===== config.mk =====
export PLATFORM = sky130hd
export DESIGN_NAME = iter_counter
export DESIGN_NICKNAME = d
export VERILOG_FILES = /design/src/rtl/iter_counter.sv
export SDC_FILE = /design/constraint.sdc
export NUM_CORES = 1
export LEC_CHECK = 0
export CAP_MARGIN = 25
export CORE_ASPECT_RATIO = 0.8
export CORE_MARGIN = 2
export CORE_UTILIZATION = 44
export DETAILED_ROUTE_END_ITERATION = 16
export GPL_TIMING_DRIVEN = 0
export PLACE_DENSITY = 0.75
export SLEW_MARGIN = 20
export SYNTH_ARGS = -nofsm -noshare
export SYNTH_HDL_FRONTEND = slang
export SYNTH_SLANG_ARGS = --single-unit

===== constraint.sdc =====
create_clock -name clk -period 1.9 [get_ports clk]
set_input_delay 0.285 -clock clk [delete_from_list [all_inputs] [get_ports clk]]
set_output_delay 0.285 -clock clk [all_outputs]
set_load 0.05 [all_outputs]

===== src/rtl/iter_counter.sv =====
// -----------------------------------------------------------------------------
// iter_counter
//
// Purpose:
//   Up/down counter with a terminal-count pulse, plus an iteration-run mode.
//   A run counts 0..len_q upward on enabled steps and then pulses done.
//   Synchronous request priority per cycle is: sync_rst > load > start > en.
//
// Optional feature:
//   `define ITER_COUNTER_SAT_EN adds the input port sat. When sat=1, free-mode
//   steps saturate at the range ends instead of wrapping. tc still pulses on
//   each step that tries to leave a boundary.
//
// Parameters:
//   SIZE  count width in bits (>= 2)
//   MAX   terminal value; count range is 0..MAX (MAX <= 2**SIZE-1)
//
// Ports:
//   clk       single clock; all state updates on posedge
//   rst       asynchronous active-low reset
//   sync_rst  synchronous clear (highest synchronous priority)
//   en        count enable
//   up        free-mode direction: 1 increment, 0 decrement
//   load      synchronous load of min(load_val, MAX); aborts a run
//   load_val  load value
//   start     start a run of len_in+1 enabled steps (accepted only in IDLE)
//   len_in    run terminal index, captured as min(len_in, MAX) on start
//   sat       (ITER_COUNTER_SAT_EN only) saturate instead of wrap in IDLE
//   count     current count (registered)
//   tc        one-cycle terminal-count pulse (registered)
//   busy      high while a run is in progress
//   done      one-cycle run-complete pulse (registered)
// -----------------------------------------------------------------------------
module iter_counter #(
  parameter int SIZE = 8,
  parameter int MAX  = 2**SIZE-1
) (
  input  logic            clk,
  input  logic            rst,
  input  logic            sync_rst,
  input  logic            en,
  input  logic            up,
  input  logic            load,
  input  logic [SIZE-1:0] load_val,
  input  logic            start,
  input  logic [SIZE-1:0] len_in,
`ifdef ITER_COUNTER_SAT_EN
  input  logic            sat,
`endif
  output logic [SIZE-1:0] count,
  output logic            tc,
  output logic            busy,
  output logic            done
);

  typedef enum logic {
    IDLE = 1'b0,
    RUN  = 1'b1
  } state_t;

  localparam logic [SIZE-1:0] MAX_V  = SIZE'(MAX);
  localparam logic [SIZE-1:0] ZERO_V = '0;
  localparam logic [SIZE-1:0] ONE_V  = SIZE'(1);

  state_t          state_q, state_d;
  logic [SIZE-1:0] count_q, count_d;
  logic [SIZE-1:0] len_q,   len_d;
  logic            tc_q,    tc_d;
  logic            done_q,  done_d;
  logic            sat_on;

`ifdef ITER_COUNTER_SAT_EN
  assign sat_on = sat;
`else
  assign sat_on = 1'b0;
`endif

  // ---------------------------------------------------------------------------
  // State register
  // ---------------------------------------------------------------------------
  // NOTE: state registers use non-blocking assignments, so every always_ff
  // samples the values from before the edge regardless of evaluation order.
  always_ff @(posedge clk or negedge rst) begin
    if (!rst) begin
      state_q <= IDLE;
      count_q <= '0;
      len_q   <= '0;
      tc_q    <= 1'b0;
      done_q  <= 1'b0;
    end else begin
      state_q <= state_d;
      count_q <= count_d;
      len_q   <= len_d;
      tc_q    <= tc_d;
      done_q  <= done_d;
    end
  end

  // ---------------------------------------------------------------------------
  // Next-state and datapath
  // ---------------------------------------------------------------------------
  // NOTE: every signal driven here gets a default first, so no path can leave
  // it unassigned and infer a latch. tc and done default low, which makes them
  // single-cycle pulses.
  always_comb begin
    state_d = state_q;
    count_d = count_q;
    len_d   = len_q;
    tc_d    = 1'b0;
    done_d  = 1'b0;

    if (sync_rst) begin
      state_d = IDLE;
      count_d = '0;
    end else if (load) begin
      // A load during a run aborts it without a done pulse.
      state_d = IDLE;
      count_d = (load_val > MAX_V) ? MAX_V : load_val;
    end else if (start && (state_q == IDLE)) begin
      state_d = RUN;
      count_d = '0;
      len_d   = (len_in > MAX_V) ? MAX_V : len_in;
    end else if (en) begin
      if (state_q == RUN) begin
        // A run always counts upward and ignores up. When the count reaches
        // len_q, the next enabled step ends the run and leaves the count
        // unchanged.
        if (count_q == len_q) begin
          state_d = IDLE;
          done_d  = 1'b1;
        end else begin
          count_d = count_q + ONE_V;
        end
      end else if (up) begin
        if (count_q == MAX_V) begin
          tc_d    = 1'b1;
          count_d = sat_on ? MAX_V : ZERO_V;
        end else begin
          count_d = count_q + ONE_V;
        end
      end else begin
        if (count_q == ZERO_V) begin
          tc_d    = 1'b1;
          count_d = sat_on ? ZERO_V : MAX_V;
        end else begin
          count_d = count_q - ONE_V;
        end
      end
    end
  end

  assign count = count_q;
  assign tc    = tc_q;
  assign done  = done_q;
  assign busy  = (state_q == RUN);

endmodule

==> results.md <==
- Status: complete, but fails checks
- Violated checks: setup timing
- IO Port Bufs: 32
- Yosys warnings: 0
- Initial antenna violation count: 0
- Fin Clk Skew: 1.14 ps
- Critical Path End Type: register
- RR Startpoint: count[1]
- Yosys top cell area share: 33.8%
- CP startpoint kind: register
- Worst Path Buf+Inv: 2
- Final count of hold timing violations: 0
- CTS tree: built
- Max Slew Vio Count: 0
- RSZ-0062 raised after global routing: true
- Row cnt: 18
- Crit path DAT: 2090 ps
- Critical path depth: 8
- Post-DP HPWL: 2830 um
- I/O Pins: 34
- Pwr Total: 1.34 mW
- Synthesized cell area: 1410 um2
- Core area: 3060 um2
- Largest net degree at the start of global routing: 20
- Worst min path class: in2async
- Worst Tran Pin Value: 862 ps
- CTS buffer count: 3
- Leak pwr: 0.798 nW
- Sw Pwr: 0.466 mW
- Max Fclk: 526 MHz
- Worst-path cell chain: buf_6 -> inv_4 -> ha_4 -> or3b_4 -> or4_1 -> nand3_1 -> a32oi_1 -> o2bb2ai_1
- Final setup margin: -2.41 ps
- Clock power frac: 20.9%
- DRC violations left: 0
- Top area cells in the synthesized netlist: dfrtp_1, mux2_2, xnor2_1
- Starting Density: 45.9%
- Layout cells sized above 1: 32.1%
- Multi-input logic area: 960 um2
- Total die area: 3670 um2
- Die Ht: 54.6 um
- CP max stage cell: dfrtp_2
- Critical Path Fanout Max: 3
- Post-synth top area cell: dfrtp_1
- Fin crit share: 100%
- Die Wd: 67.2 um
- Vias per inst: 6.29
- Final nets: 223
- Comb pwr share: 40.9%
- Distinct cell type count after synthesis: 47
- First-pass DRT Iterations: 5
- Post-synth EDFFs: 0
- Root Buffer: clkbuf_8
- Place WS: -279 ps
- Avg Synthesized Cell Area: 9.07 um2
- Seq/Total Area, Yosys: 33.8%
- Max VDD drop: 0.409 mV
- Sw Share: 34.7%
- Post-Synthesis Cells: 155
- Vias: 1484
- Routed WL: 4170 um
- Vias in the first global route: 1347
- GRT Total Usage: 24.0%
- Routed length per placed instance: 17.7 um
- Ys async rst share: 100%
- PwrDens: 668 nW/um2
- Layout fillers: 253
- Final Setup Violations: 2
- Main synth FF type: dfrtp_1
- GPL Wtd Cong: 0.948
- Layout area overhead: 42.9%
- CTS Hold Bufs: 0
- Worst EP required: 2080 ps
- Hold Slack: 516 ps
- Cell internal pwr: 0.877 mW
- FF+latch count, synth: 19
- Placed cell areas: 1810 um2
- Syn nets: 181
- Clock slew at reported path FFs: 70 ps
- Htree depth: 1
- Worst-Skew Late Latency: 260 ps
- Top delay family on crit path: simple AND/OR/NAND/NOR gates
- Slowest stage delay, CP: 410 ps
- Global route total overflow: 0
- Final instance area: 2010 um2
- Antenna diodes: 0
- ANT nets after route: 0
- Global-route wire length before repair: 6500 um
- Rel. slew slack: 42.3%
- Iter 0 DRT Violations: 152
- Final Critical Period: 1900 ps
- Max Buffers Root-to-Sink: 2
- Critical path class: reg2reg
- Max-Cap Viols: 0
- Reg2reg path depth: 8
- TritonCTS Sinks: 19
- Setup TNS: -3.88 ps
- Sequential cell area: 484 um2
- Flop pwr share: 38.2%
- Setup crit start: count[1]
## Yosys cell counts (all sizes together), types with 3 or more instances
cell      n
o21ai    12
mux2     10
xnor2     8
dfrtp    19
and3      5
inv       5
o21a      3
nand3     6
clkbuf    6
nand4     3
nor3      3
buf       7
or3       3
nand2     6
o2bb2ai   6
a32oi     4
a21oi     7
nor2     11
ha        3
## sequential cells by signal (all words and copies together) (netlist names)
register  cells
done          1
tc            1
count         8
len_q         8
busy          1
## power by group through the flow
stage,logic [mW],clock network (mW),registers (mW)
6_report,0.549,0.281,0.513
5_1_grt,0.592,0.305,0.519
4_1_cts,0.500,0.290,0.504
3_5_place_dp,0.472,0,0.514
3_3_place_gp,0.461,0,0.511
2_1_floorplan,0.277,0,0.555
## cell usage in the layout (no fill, tap or decap), types with 3 or more instances in the layout
master,Yosys,routed
o2bb2ai_1,6,6
mux2_2,10,9
a32oi_1,4,4
xnor2_1,8,6
dfrtp_2,0,7
nand3_1,6,6
or3_1,3,3
inv_1,5,3
clkbuf_1,6,3
clkbuf_8,0,3
buf_4,1,12
and3_1,4,4
clkdlybuf4s50_1,0,28
nand2_1,6,6
a21oi_1,7,5
nand4_1,3,3
buf_2,5,3
dfrtp_1,19,12
o21ai_0,11,9
nor2_1,9,9
## layout make-up
type / instances / share of cell area [%]
Tap cell: 40 / 2.49
Inverter: 5 / 1.06
Clock buffer: 4 / 2.24
Multi-Input combinational cell: 118 / 47.8
Buffer: 10 / 3.36
Sequential cell: 19 / 24.1
Timing Repair Buffer: 40 / 19.0
## what timing repair did
item / in CTS / in global routing
pin swaps: 5 / 9
cloned: 0 / 0
endpoints found under the setup margin: 11 / 10
setup buffers: 6 / 2
hold endpoints to repair: 0 / 0
gates resized for setup: 6 / 25
## cells by family after synthesis
family | after synthesis | synth area share (%)
xor+xnor | 8 | 4.98
fa+ha+maj | 3 | 2.67
compound gates | 47 | 23.8
mux | 10 | 8.01
flops | 19 | 33.8
buf+inv | 18 | 6.05
simple gates | 50 | 20.6
## per-layer routing
metal / track usage (%) / share of wire, %
met1: 30.4 / 42
met2: 40.8 / 47
met3: 5.76 / 8.5
met4: 7.48 / 2.9
met5: 0 / 0
## worst register-to-register path: cells and delay by family (launching register included)
kind	cells	cell delay (ps)
and+or+nand+nor	3	870
DFF	1	410
AOI/OAI and AO/OA	2	250
buffers and inverters	2	180
adders and majority gates	1	130
## per-stage QoR
stage | utilization [%] | std cells
finish | 65.6 | 236
global placement | 59.1 | 227
floorplan | - | 155
CTS | 62.5 | 235
global route | 65.6 | 236
detailed placement | 59.1 | 227
## path summary, 6_finish.rpt
check,to,slack (ps)
max,count[6],-2
min,len_q[5],520
max reg2reg,count[6],-2
min reg2reg,len_q[0],530
max in group asynchronous,count[0],800
min in group clk,len_q[0],530
No activity file was read; power rests on OpenSTA's default activity.
